[config.mk]
export PLATFORM = sky130hd
export DESIGN_NAME = reg_access_sequencer
export DESIGN_NICKNAME = d
export VERILOG_FILES = /design/src/rtl/gbc_reg_pkg.sv /design/src/rtl/reg_access_sequencer.sv
export SDC_FILE = /design/constraint.sdc
export NUM_CORES = 1
export LEC_CHECK = 0
export ABC_CLOCK_PERIOD_IN_PS = 3200
export BUFFER_PORTS_ARGS = -buffer_cell sky130_fd_sc_hd__buf_4
export CAP_MARGIN = 15
export CORE_ASPECT_RATIO = 1.5
export CORE_MARGIN = 3
export CORE_UTILIZATION = 23
export CTS_CLUSTER_DIAMETER = 200
export CTS_CLUSTER_SIZE = 25
export DETAILED_ROUTE_END_ITERATION = 16
export PLACE_DENSITY = 0.5
export SLEW_MARGIN = 40
export SYNTH_ARGS = -nofsm -noshare
export SYNTH_HDL_FRONTEND = slang
export SYNTH_SLANG_ARGS = --single-unit
[constraint.sdc]
create_clock -name clk_i -period 3.2 [get_ports clk_i]
set_clock_uncertainty 0.2 [all_clocks]
set_input_delay 0.16 -clock clk_i [delete_from_list [all_inputs] [get_ports clk_i]]
set_output_delay 0.16 -clock clk_i [all_outputs]
set_load 0.01 [all_outputs]
[src/rtl/gbc_reg_pkg.sv]
// Shared register-file definitions: register codes, operation codes, pair codes
// and the pair-to-byte-register lookups used by the sequencer, register file and decoder.
package gbc_reg_pkg;

    typedef enum logic [2:0] {
        REG_B      = 3'b000,
        REG_C      = 3'b001,
        REG_D      = 3'b010,
        REG_E      = 3'b011,
        REG_H      = 3'b100,
        REG_L      = 3'b101,
        REG_HL_IND = 3'b110,
        REG_A      = 3'b111
    } reg_code_e;

    typedef enum logic [2:0] {
        OP_RD8  = 3'b000,
        OP_WR8  = 3'b001,
        OP_RD16 = 3'b010,
        OP_WR16 = 3'b011,
        OP_MOV8 = 3'b100
    } reg_op_e;

    typedef enum logic [1:0] {
        PAIR_BC = 2'b00,
        PAIR_DE = 2'b01,
        PAIR_HL = 2'b10
    } reg_pair_e;

    // Largest supported read latency of the register file
    localparam int RD_LAT_MAX = 2;

    // High byte register of a pair (B, D or H)
    function automatic reg_code_e pair_hi(input logic [1:0] pair);
        case (pair)
            PAIR_BC: pair_hi = REG_B;
            PAIR_DE: pair_hi = REG_D;
            default: pair_hi = REG_H;
        endcase
    endfunction

    // Low byte register of a pair (C, E or L)
    function automatic reg_code_e pair_lo(input logic [1:0] pair);
        case (pair)
            PAIR_BC: pair_lo = REG_C;
            PAIR_DE: pair_lo = REG_E;
            default: pair_lo = REG_L;
        endcase
    endfunction

endpackage

[src/rtl/reg_access_sequencer.sv]
// Register-file access sequencer: expands one 8/16-bit read, write or move request
// into single-byte register-file accesses and returns one response per request.
module reg_access_sequencer
    import gbc_reg_pkg::*;
#(
    parameter int RD_LAT = 1
) (
    input  logic        clk_i,
    input  logic        rst_i,
    input  logic        req_valid_i,
    output logic        req_ready_o,
    input  logic [2:0]  req_op_i,
    input  logic [2:0]  req_dst_i,
    input  logic [2:0]  req_src_i,
    input  logic [15:0] req_data_i,
    output logic        rsp_valid_o,
    input  logic        rsp_ready_i,
    output logic [15:0] rsp_data_o,
    output logic        rsp_err_o,
    output logic        regEn_o,
    output logic        regRW_o,
    output logic [2:0]  regSel_o,
    output logic [7:0]  regDin_o,
    input  logic [7:0]  regDout_i
);

    localparam logic [2:0] S_IDLE  = 3'd0;
    localparam logic [2:0] S_ACC1  = 3'd1;
    localparam logic [2:0] S_WAIT1 = 3'd2;
    localparam logic [2:0] S_ACC2  = 3'd3;
    localparam logic [2:0] S_WAIT2 = 3'd4;
    localparam logic [2:0] S_RESP  = 3'd5;

    localparam bit         HAS_WAIT  = (RD_LAT > 0);
    localparam logic [1:0] WAIT_INIT = 2'(RD_LAT > 0 ? RD_LAT - 1 : 0);

    if (RD_LAT < 0 || RD_LAT > RD_LAT_MAX) begin : g_rd_lat_check
        $error("reg_access_sequencer: RD_LAT out of range");
    end

    logic [2:0]  state, state_nxt;
    logic [2:0]  op_q, dst_q, src_q;
    logic [15:0] data_q;
    logic        err_q;
    logic [1:0]  wcnt;

    logic        req_err;
    logic        acc_en, acc_rw;
    logic [2:0]  acc_sel;
    logic [7:0]  acc_din;
    logic        cap, cap_hi;

    // Reject illegal ops and any register or pair code the op would actually use
    always_comb begin
        req_err = 1'b0;
        case (req_op_i)
            OP_RD8, OP_WR8:   req_err = (req_dst_i == REG_HL_IND);
            OP_RD16, OP_WR16: req_err = (req_dst_i[1:0] == 2'b11);
            OP_MOV8:          req_err = (req_dst_i == REG_HL_IND) || (req_src_i == REG_HL_IND);
            default:          req_err = 1'b1;
        endcase
    end

    // Access strobes for the current byte access; everything low outside ACC states
    always_comb begin
        acc_en  = 1'b0;
        acc_rw  = 1'b0;
        acc_sel = 3'b000;
        acc_din = 8'h00;
        if (state == S_ACC1) begin
            acc_en = 1'b1;
            case (op_q)
                OP_RD8:  acc_sel = dst_q;
                OP_WR8:  begin acc_sel = dst_q; acc_rw = 1'b1; acc_din = data_q[7:0]; end
                OP_RD16: acc_sel = pair_hi(dst_q[1:0]);
                OP_WR16: begin acc_sel = pair_hi(dst_q[1:0]); acc_rw = 1'b1; acc_din = data_q[15:8]; end
                default: acc_sel = src_q;
            endcase
        end else if (state == S_ACC2) begin
            acc_en = 1'b1;
            case (op_q)
                OP_RD16: acc_sel = pair_lo(dst_q[1:0]);
                OP_WR16: begin acc_sel = pair_lo(dst_q[1:0]); acc_rw = 1'b1; acc_din = data_q[7:0]; end
                default: begin acc_sel = dst_q; acc_rw = 1'b1; acc_din = data_q[7:0]; end
            endcase
        end
    end

    // Read byte is sampled on the last wait cycle, or on the read cycle itself with no latency
    always_comb begin
        if (HAS_WAIT) cap = ((state == S_WAIT1) || (state == S_WAIT2)) && (wcnt == 2'd0);
        else          cap = acc_en && !acc_rw;
        cap_hi = (op_q == OP_RD16) && ((state == S_ACC1) || (state == S_WAIT1));
    end

    // Next-state sequencing through access and wait phases
    always_comb begin
        state_nxt = state;
        case (state)
            S_IDLE:  if (req_valid_i) state_nxt = req_err ? S_RESP : S_ACC1;
            S_ACC1: begin
                if (!acc_rw && HAS_WAIT)                     state_nxt = S_WAIT1;
                else if (op_q == OP_RD8 || op_q == OP_WR8)   state_nxt = S_RESP;
                else                                         state_nxt = S_ACC2;
            end
            S_WAIT1: if (wcnt == 2'd0) state_nxt = (op_q == OP_RD8) ? S_RESP : S_ACC2;
            S_ACC2:  state_nxt = (!acc_rw && HAS_WAIT) ? S_WAIT2 : S_RESP;
            S_WAIT2: if (wcnt == 2'd0) state_nxt = S_RESP;
            S_RESP:  if (rsp_ready_i) state_nxt = S_IDLE;
            default: state_nxt = S_IDLE;
        endcase
    end

    // State, captured request and wait counter
    always_ff @(posedge clk_i or posedge rst_i) begin
        if (rst_i) begin
            state <= S_IDLE;
            op_q  <= 3'b000;
            dst_q <= 3'b000;
            src_q <= 3'b000;
            err_q <= 1'b0;
            wcnt  <= 2'd0;
        end else begin
            state <= state_nxt;
            if (state == S_IDLE && req_valid_i) begin
                op_q  <= req_op_i;
                dst_q <= req_dst_i;
                src_q <= req_src_i;
                err_q <= req_err;
            end
            if (state_nxt == S_WAIT1 || state_nxt == S_WAIT2) begin
                wcnt <= (state == S_WAIT1 || state == S_WAIT2) ? wcnt - 2'd1 : WAIT_INIT;
            end
        end
    end

    // Data register: write data on accept, read bytes on capture cycles
    always_ff @(posedge clk_i or posedge rst_i) begin
        if (rst_i) begin
            data_q <= 16'h0000;
        end else if (state == S_IDLE && req_valid_i) begin
            if (req_err)                  data_q <= 16'h0000;
            else if (req_op_i == OP_WR16) data_q <= req_data_i;
            else if (req_op_i == OP_WR8)  data_q <= {8'h00, req_data_i[7:0]};
            else                          data_q <= 16'h0000;
        end else if (cap) begin
            if (cap_hi) data_q[15:8] <= regDout_i;
            else        data_q[7:0]  <= regDout_i;
        end
    end

    assign req_ready_o = (state == S_IDLE) && !rst_i;
    assign rsp_valid_o = (state == S_RESP);
    assign rsp_data_o  = rsp_valid_o ? data_q : 16'h0000;
    assign rsp_err_o   = rsp_valid_o && err_q;
    assign regEn_o     = acc_en;
    assign regRW_o     = acc_rw;
    assign regSel_o    = acc_sel;
    assign regDin_o    = acc_din;

endmodule

==> impl_results.md, run 1 <==
- Status: completed
- DRC Markers: 0
- Mean Syn Cell Area: 8.648 µm²
- Initial Util: 24.08%
- Post-Route WL: 5900 µm
- Final core utilization: 37.96%
- Root buf cell: clkbuf_16
- Port bufs: 68
- Place WS: around 600 ps
- P_leak: 1.435 nW
- Period utilization: slightly below 90%
- RSZ-0062 raised after global routing: false
- Area contributors post-synth: dfrtp_1 42%, nand2_1 9.8%, and2_1 6.4%
- Ys flop type: dfrtp_1
- CTS Buf Count: 5
- Area share of the largest cell type after synthesis: 41.53%
- Crit. End Element: flop
- Clock Tree Buf Depth: 2
- #FFs+latches synth: 31
- Layout area overhead: 57.67%
- Yosys warns: 0
- Die Ht: 116.4 µm
- Critical path arrival: 2800 ps
- Number of global-route vias before repair: 1941
- CTS Sinks: 31
- Number of synthesized flops with an enable pin: 0
- Dpl cells: 378
- First-pass GRT wire length: between 9000 and 10000 µm
- Peak supply drop: 0.2616 mV
- First DRT Iteration DRCs: 69
- DRT Pass-1 Iters: 4
- CTS tree: built
- Final Non-Filler Cells: between 400 and 500
- IO Count: 69
- Mapped Nets: 254
- Max Slew Vio Count: 0
- Nets: 354
- Vias/cell: 4.504
- Total GRT Usage: 13.16%
- # Max-Cap Violations: 0
- Commonest cells post-synth: 49 x nand2_1, 31 x dfrtp_1, 19 x and2_1, 14 x o21ai_0, 10 x mux2i_1
- Rows: 39
- Area leader, netlist: dfrtp_1
- WP data required: 3200 ps
- Vias: 1887
- Clock Latency Late Sink: 270 ps
- Critical path launch point type: flop
- Final Critical Period: 2804 ps
- Worst hold slack: a little under 5 ps
- Hold Violations, Final: 0
- Post-synth ARST share: 100.0%
- Dpl hpwl: about 4500 µm
- Final worst setup slack: 396.2 ps
- Hold Path Class: input port to flop
- Die area: 9262 µm²
- Achievable frequency: 0.3567 GHz
- Distinct cells, synth: 37
- CTS HTree Levels: 2
- Die X: 79.59 µm
- Post-synthesis cell area: 1868 µm²
- Pwr Density: between 700 and 800 nW/µm²
- CORE AREA: about 7800 µm²
- Fraction of layout cells with a size suffix above 1: 26.81%
- Worst rel slew slack: a little under half
- Setup TNS: 0 ps
- Top-count cell post-synth: nand2_1
- WL per Instance: 14.08 µm
- Antenna cell count: 0
- Clk slew on worst S/H paths: 50 ps
- Crit Path Max Fanout: 19
- Crit Path Class: flop to flop
- Pin count of the biggest net entering global routing: 20
- Synth Instances: 216
- Antenna Nets Post-Route: 0
- Initial antenna violation count: 0
- Worst Max-Slew Pin Slew: about 790 ps
- GRT overflow: 0
- Sequential-to-total area share from yosys stat: 41.53%
- Setup-failing EPs final: 0
- Final GP Congestion: roughly 0.74
[critical path, stage by stage (launching register included)]
cell and delay (ps):
dfrtp_1 600, nor3_4 320, nand2_4 190, nor4b_4 340, and2_2 290, a22oi_1 90
dlygate4sd3_1 580, o21ai_1 110
[report_power, final]
part	total, mW	internal, mW	switching (mW)
logic	1.08	0.539	0.542
clock network	0.443	0.287	0.157
registers	0.770	0.573	0.198
[layout by cell type, fill, tap and decap left out, drive strengths merged, types with 2 or more instances in the layout]
| cell | n |
|---|---|
| nor2 | 7 |
| a211oi | 3 |
| dlygate4sd3 | 32 |
| a21oi | 8 |
| nand2b | 5 |
| clkbuf | 7 |
| mux2i | 10 |
| nor3 | 2 |
| buf | 72 |
| a22oi | 9 |
| dfrtp | 31 |
| and2 | 19 |
| nor4 | 2 |
| inv | 7 |
| nor2b | 5 |
| nand2 | 50 |
| a211o | 2 |
| a22o | 8 |
| o21ai | 23 |
| a21o | 2 |
[layer usage]
metal | part of all wire (%) | global-route usage (%) | routed length (µm)
met2 | 53 | 24.26 | 3136
met3 | 5.4 | 2.392 | 321
met5 | 0 | 0 | 0
met1 | 41 | 15.65 | 2402
met4 | 0.66 | 3.096 | 39
[kinds of logic after synthesis]
| group | after synthesis | synth area share (%) |
|---|---|---|
| simple gates | 96 | 27.13 |
| compound gates | 59 | 20.50 |
| flops | 31 | 41.53 |
| buf+inv | 18 | 4.354 |
| mux | 10 | 5.359 |
| xor+xnor | 1 | 0.4689 |
| fa+ha+maj | 1 | 0.6697 |
[cell type report]
type	count	area, µm²
clock inverter	1	5.005
fill	801	4813
inverter	7	26.28
sequential	31	775.7
tap	102	127.6
timing repair buffer	104	860.8
clock buffer	7	132.6
multi-input combinational	167	1017
[what timing repair did]
action                                 4_1_cts  5_1_grt
setup endpoints to repair                    0        3
hold buffers                                32        0
resized for setup                            0        1
endpoints found under the hold margin       42        0
setup buffers                                0        1
[sequential cells by signal (all words and copies together) (netlist names)]
register,count
dst_q,3
err_q,1
op_q,3
data_q,16
wcnt,2
state,3
src_q,3
[worst paths after layout]
kind	start	endpoint	slack [ps]	depth (start not counted)
min reg2reg	err_q	err_q	280	2
min in group asynchronous	rst_i	state[0]	370	3
max	state[1]	data_q[12]	400	7
max in group asynchronous	rst_i	data_q[0]	1770	4
min	regDout_i[6]	data_q[14]	5	3
max reg2reg	state[1]	data_q[12]	400	7
[metrics by stage]
stage / total power [mW] / instance area, µm²
3_3_place_gp: 1.775 / 2474
2_1_floorplan: 1.411 / 1868
6_report: 2.294 / 2945
5_1_grt: 2.489 / 2945
3_5_place_dp: 1.796 / 2479
4_1_cts: 2.323 / 2937
Power figures use the tool's default switching activity.
==> inputs of run 2 (changes only) <==
--- a/config.mk
+++ b/config.mk
@@ -8,7 +8,7 @@
 export ABC_CLOCK_PERIOD_IN_PS = 3200
 export BUFFER_PORTS_ARGS = -buffer_cell sky130_fd_sc_hd__buf_4
 export CAP_MARGIN = 15
-export CORE_ASPECT_RATIO = 1.5
+export CORE_ASPECT_RATIO = 1.75
 export CORE_MARGIN = 3
 export CORE_UTILIZATION = 23
 export CTS_CLUSTER_DIAMETER = 200
==> impl_results.md, run 2 (synthesized netlist as in run 1, its figures left out) <==
- Reg2reg setup slack: 250 ps (-140 ps)
- Clock Tree Buf Depth: 2 (unchanged)
- Top reg by flops: data_q
- CTS Buf Count: 5 (unchanged)
- Worst path bufs/invs: 2 (+1)
- Dpl hpwl: 4557 µm (+1.9%)
- Port bufs: 68 (unchanged)
- Root buf cell: clkbuf_16
- Pwr Density: 790.4 nW/µm² (+1.5%)
- Clk pwr share: 19.8% (+0.5 points)
- Critical path arrival: 2940 ps (+140 ps)
- Pin count of the biggest net entering global routing: 32 (+60%)
- CTS Sinks: 31 (unchanged)
- Number of global-route vias before repair: 1967 (+1.3%)
- Layout area overhead: 57.54% (about the same)
- DRC Markers: 0 (unchanged)
- Sw frac: 38.90% (-0.16 points)
- Post-CTS Resized: 0 (unchanged)
- Placed instance area: 2489 µm² (+0.40%)
- WL per Instance: 14.97 µm (+6.3%)
- Setup-failing EPs final: 0 (unchanged)
- Fraction of layout cells with a size suffix above 1: 27.36% (+0.54 points)
- Period utilization: 92.04% (+4.4 points)
- Rows: 42 (+7.7%)
- Setup TNS: 0 ps (unchanged)
- Clk slew on worst S/H paths: 50 ps (about the same)
- Reg2reg end: data_q[11]
- GRT overflow: 0 (unchanged)
- Antenna Nets Post-Route: 0 (unchanged)
- Vias: 1898 (+0.58%)
- Net Switching: 0.9047 mW (+0.97%)
- Cell family with most CP delay: simple AND/OR/NAND/NOR gates
- Status: completed
- Critical Path Sink: data_q[11]
- RSZ-0062 raised after global routing: false
- Max FFs per register: 16 (unchanged)
- Achievable frequency: 0.3395 GHz (-4.8%)
- CP cell instances: nor3_4, nand2_4, nor4b_4, buf_4, and2_1, a22oi_1, dlygate4sd3_1, o21ai_1
- Setup crit start: state[2]
- Cell area after layout: 2943 µm² (about the same)
- Combinational share of power: 47.5% (+0.4 points)
- Crit. End Element: flop
- P_int: 1.421 mW (+1.7%)
- Worst rel slew slack: 61.71% (+14 points)
- CTS HTree Levels: 2 (unchanged)
- Post-Route WL: 6079 µm (+3.0%)
- Crit Path Max Fanout: 18 (-1)
- First DRT Iteration DRCs: 109 (+58%)
- Antenna cell count: 0 (unchanged)
- Initial Util: 24.18% (+0.11 points)
- DRT Pass-1 Iters: 4 (unchanged)
- Vias/cell: 4.675 (+3.8%)
- Final Critical Period: 2945 ps (+141.4 ps)
- CTS tree: built
- Number of cells on the critical path: 8 (+1)
- Peak supply drop: 0.4086 mV (+56%)
- First-pass GRT wire length: 9887 µm (+3.6%)
- FILL cells: 792 (-1.1%)
- Clock Latency Late Sink: 270 ps (about the same)
- P_leak: 1.450 nW (+1.0%)
- Slowest cell on crit path: dlygate4sd3_1
- Die X: 74.13 µm (-6.9%)
- Hold Violations, Final: 0 (unchanged)
- Total GRT Usage: 13.90% (+0.74 points)
- Critical path launch point type: flop
- CORE AREA: 7725 µm² (-0.44%)
- Worst R2R Start: state[2]
- Crit Path Class: flop to flop
- Hold Path Cell Cnt: 3 (unchanged)
- Die area: 9282 µm² (+0.22%)
- Max Slew Vio Count: 0 (unchanged)
- # Max-Cap Violations: 0 (unchanged)
- Initial antenna violation count: 0 (unchanged)
- WP data required: 3200 ps (about the same)
- Nets: 356 (+0.56%)
- Die Ht: 125.2 µm (+7.6%)
- Most frequent cells in the layout: 75 x buf_4, 49 x nand2_1, 31 x dfrtp_1, 31 x dlygate4sd3_1, 19 x and2_1
- Sequential share of power: 32.8% (-0.8 points)
- Final GP Congestion: 0.7635 (+3.5%)
- Worst r2r path cells: 8 (+1)
- Hold Path Class: input port to flop
- Most common cell after layout, fill and taps aside: buf_4
- Post-CTS Hold Buffers: 31 (-3.1%)
- Worst Max-Slew Pin Slew: 573.7 ps (-215.8 ps)
- Setup Fix Bufs, Post-CTS: 0 (unchanged)
- Worst path max stage delay: 600 ps (about the same)
- IO Count: 69 (unchanged)
run 2: cell types whose count changed in the layout (fill, tap and decap cells not counted):
cell	previous run	this run
clkbuf_8	0	1
nor2_2	2	1
dlygate4sd3_1	32	31
nor2_1	5	6
clkbuf_1	2	0
and2_1	18	19
buf_4	72	75
and2_2	1	0
run 2: through the flow:
stage               power (mW)  utilization [%]  hold WS, ps  setup slack [ps]  cells
floorplan                1.411                -        63.51              1242    216
global placement         1.813            32.18        92.03             933.9    368
detailed placement       1.823            32.22        96.10             820.0    368
CTS                      2.358            38.10        2.414             287.8    406
global route             2.530            38.10        17.41             106.0    406
finish                   2.326            38.10       0.1298             254.9    406
run 2: how the worst min path moves through the flow:
| stage | start | end | slack, ps |
|---|---|---|---|
| after floorplan | rst_i | data_q[0] | 60 |
| after global placement | rst_i | state[0] | 90 |
| after detailed placement | rst_i | state[1] | 100 |
| after CTS | regDout_i[0] | data_q[8] | 2 |
| after global routing | regDout_i[0] | data_q[0] | 20 |
| final | regDout_i[0] | data_q[0] | 0.1 |
run 2: cell type report:
type                       count  area (µm²)  share of cell area (%)
sequential                    31       775.7                   26.36
multi-input combinational    167        1013                   34.44
inverter                       7       26.28                  0.8929
clock inverter                 1       5.005                  0.1701
tap                           88       110.1                   3.742
clock buffer                   6       138.9                   4.719
timing repair buffer         106       873.3                   29.68
run 2: power groups by stage:
stage          logic, mW  clock network (mW)  registers (mW)
3_5_place_dp        1.05                   0           0.769
5_1_grt             1.24               0.493           0.799
2_1_floorplan      0.739                   0           0.672
4_1_cts             1.12               0.476           0.763
6_report            1.10               0.460           0.762
3_3_place_gp        1.04                   0           0.770
run 2: routing by layer:
| metal | track usage (%) | vias to the layer above | wire length (µm) |
|---|---|---|---|
| li1 | - | 955 | - |
| met1 | 14.90 | 886 | 2333 |
| met2 | 25.52 | 46 | 3368 |
| met3 | 2.410 | 11 | 217 |
| met4 | 5.870 | 0 | 159 |
| met5 | 0 | - | 0 |
run 2: worst reg2reg max path: cells and delay by family, from the launching register on:
kind                   cells  cell delay, ps
and+or+nand+nor            4            1120
buffers and inverters      2             810
DFF                        1             500
AOI/OAI and AO/OA          2             240
==> inputs of run 3 (changes only) <==
--- a/config.mk
+++ b/config.mk
@@ -5,7 +5,8 @@
 export SDC_FILE = /design/constraint.sdc
 export NUM_CORES = 1
 export LEC_CHECK = 0
-export ABC_CLOCK_PERIOD_IN_PS = 3200
+export ABC_AREA = 1
+export ABC_CLOCK_PERIOD_IN_PS = 2920
 export BUFFER_PORTS_ARGS = -buffer_cell sky130_fd_sc_hd__buf_4
 export CAP_MARGIN = 15
 export CORE_ASPECT_RATIO = 1.75
==> constraint.sdc (replaced) <==
create_clock -name clk_i -period 2.92 [get_ports clk_i]
set_clock_uncertainty 0.2 [all_clocks]
set_input_delay 0.146 -clock clk_i [delete_from_list [all_inputs] [get_ports clk_i]]
set_output_delay 0.146 -clock clk_i [all_outputs]
set_load 0.01 [all_outputs]
==> impl_results.md, run 3 <==
- Worst hold slack: 1.246 ps (+1.117 ps)
- P_leak: 1.537 nW (+6.0%)
- Die Ht: 125.9 µm (+0.57%)
- RSZ-0062 raised after global routing: false
- Clock Latency Late Sink: 270 ps (about the same)
- Port bufs: 68 (unchanged)
- Distinct cells, synth: 28 (-24%)
- Clock Tree Buf Depth: 2 (unchanged)
- Initial antenna violation count: 0 (unchanged)
- Commonest cells post-synth: 77 x nand2_1, 43 x inv_1, 39 x nor2_1, 31 x dfrtp_1, 18 x o21ai_0
- # Max-Cap Violations: 0 (unchanged)
- Setup TNS: 0 ps (unchanged)
- CTS Sinks: 31 (unchanged)
- Hold Violations, Final: 0 (unchanged)
- Sequential-to-total area share from yosys stat: 41.03% (-0.49 points)
- Mean Syn Cell Area: 6.875 µm² (-21%)
- WL per Instance: 13.33 µm (-11%)
- Crit Path Max Fanout: 12 (-6)
- DRT Pass-1 Iters: 4 (unchanged)
- Root buf cell: clkbuf_16
- Number of synthesized flops with an enable pin: 0 (unchanged)
- Rows: 43 (+2.4%)
- #FFs+latches synth: 31 (unchanged)
- Total GRT Usage: 13.53% (-0.37 points)
- Nets: 415 (+17%)
- First-pass GRT wire length: 9687 µm (-2.0%)
- Area leader, netlist: dfrtp_1
- Final GP Congestion: 0.8069 (+5.7%)
- CTS tree: built
- CTS HTree Levels: 2 (unchanged)
- DRC Markers: 0 (unchanged)
- Synth Instances: 275 (+27%)
- Post-synthesis cell area: 1891 µm² (+1.2%)
- Top reg by flops: data_q
- CORE AREA: 7963 µm² (+3.1%)
- Top-count cell post-synth: nand2_1
- CTS Buf Count: 5 (unchanged)
- Period utilization: 85.79% (-6.2 points)
- Achievable frequency: 0.3992 GHz (+18%)
- Cell area after layout: 2922 µm² (-0.72%)
- WP data required: 2920 ps (-280 ps)
- Crit Path Class: flop to flop
- Max Slew Vio Count: 0 (unchanged)
- Most common cell after layout, fill and taps aside: nand2_1
- Clk slew on worst S/H paths: 50 ps (about the same)
- Status: completed
- Worst Max-Slew Pin Slew: 424.3 ps (-149.4 ps)
- Layout area overhead: 54.53%
- Placed instance area: 2502 µm² (+0.55%)
- Vias: 2130 (+12%)
- Hold Path Class: input port to flop
- Fraction of layout cells with a size suffix above 1: 23.67% (-3.7 points)
- Mapped Nets: 313 (+23%)
- Critical path launch point type: flop
- Vias/cell: 4.571 (-2.2%)
- Area share of the largest cell type after synthesis: 41.03% (-0.49 points)
- Area contributors post-synth: dfrtp_1 41%, nand2_1 15%, inv_1 8.5%
- Worst rel slew slack: 71.63% (+9.9 points)
- Crit. End Element: flop
- Final Critical Period: 2505 ps (-440.2 ps)
- Peak supply drop: 0.3024 mV (-26%)
- Critical path arrival: 2510 ps (-430 ps)
- Pin count of the biggest net entering global routing: 23 (-28%)
- Setup-failing EPs final: 0 (unchanged)
- Design Power: 2.532 mW (+8.9%)
- Die X: 74.54 µm (+0.55%)
- Antenna Nets Post-Route: 0 (unchanged)
- Post-Route WL: 6211 µm (+2.2%)
- First DRT Iteration DRCs: 57 (-48%)
- Antenna cell count: 0 (unchanged)
- Setup Fix Bufs, Post-CTS: 0 (unchanged)
- GRT overflow: 0 (unchanged)
- Dpl hpwl: 4944 µm (+8.5%)
- Pwr Density: 866.7 nW/µm² (+9.7%)
- Ys flop type: dfrtp_1
- Most frequent cells in the layout: 77 x nand2_1, 70 x buf_4, 43 x inv_1, 39 x nor2_1, 31 x dfrtp_1
- Post-synth ARST share: 100.0% (unchanged)
- Number of global-route vias before repair: 2095 (+6.5%)
- IO Count: 69 (unchanged)
- Max FFs per register: 16 (unchanged)
- Die area: 9387 µm² (+1.1%)
- Yosys warns: 0 (unchanged)
- Initial Util: 23.74% (-0.44 points)
[run 3: cell types whose count changed in the layout (fill, tap and decap cells not counted), moves of 8 or more]
cell	delta
a22o_1	-8
nand3_1	+16
mux2i_1	-10
and2_1	-19
inv_1	+36
o22ai_1	+9
nor2_1	+33
nand2_1	+28
a31oi_1	+8
a22oi_1	-8
[run 3: timing repair]
item                      4_1_cts  5_1_grt
gates resized for setup         0        0
hold endpoints to repair       31        0
hold buffers                   29        0
[run 3: logic make-up after synthesis]
| logic type | after synthesis | share of synthesized area (%) |
|---|---|---|
| flip-flops | 31 | 41.03 |
| AO/OA/AOI/OAI | 49 | 15.22 |
| buffers and inverters | 51 | 10.72 |
| adder cells (fa/ha/maj) | 1 | 0.6617 |
| AND/OR/NAND/NOR | 143 | 32.36 |
[run 3: critical path: stages (launching register included)]
cell	delay, ps
dfrtp_1	440
nor2_1	180
nand3_2	300
inv_2	260
o21ai_2	130
inv_2	180
nor2_1	60
a31oi_1	130
dlygate4sd3_1	560
[run 3: report_power, final]
group	total, mW	switching, mW	leakage [nW]	internal (mW)
Clock	0.469	0.164	0.0628	0.305
Sequential	0.775	0.139	0.380	0.636
Combinational	1.29	0.765	1.09	0.524
[run 3: routing by layer]
metal / part of all wire (%) / track usage [%] / up-vias / wire (µm)
met2: 55 / 26.23 / 64 / 3434
met3: 4.1 / 1.837 / 6 / 252
met5: 0 / 0 / - / 0
li1: - / - / 1085 / -
met1: 39 / 14.11 / 975 / 2445
met4: 1.3 / 4.403 / 0 / 78
[run 3: cell type report]
class | instances | area, µm²
fillers | 872 | 5041
multi-input cells | 193 | 912.1
repair buffers | 99 | 815.8
flip-flops and latches | 31 | 775.7
inverters | 47 | 176.4
clock buffers | 6 | 128.9
well taps | 90 | 112.6
[run 3: path summary, 6_finish.rpt]
check	startpoint	endpoint	slack, ps	cells after the start
setup reg to reg	state[1]	data_q[15]	420	8
setup / recovery	state[1]	data_q[15]	420	8
min in group asynchronous	rst_i	data_q[0]	240	3
hold / removal	req_data_i[14]	data_q[14]	1	3
max in group asynchronous	rst_i	data_q[14]	1630	4
hold reg to reg	data_q[13]	data_q[13]	290	2
[run 3: per-stage QoR]
step                      setup WS, ps  utilization (%)  cells
after floorplan                   1302                -    275
after global placement           836.0            31.43    431
after detailed placement         814.9            31.43    431
after CTS                        396.9            36.69    466
after global routing             171.1            36.69    466
final                            415.0            36.69    466
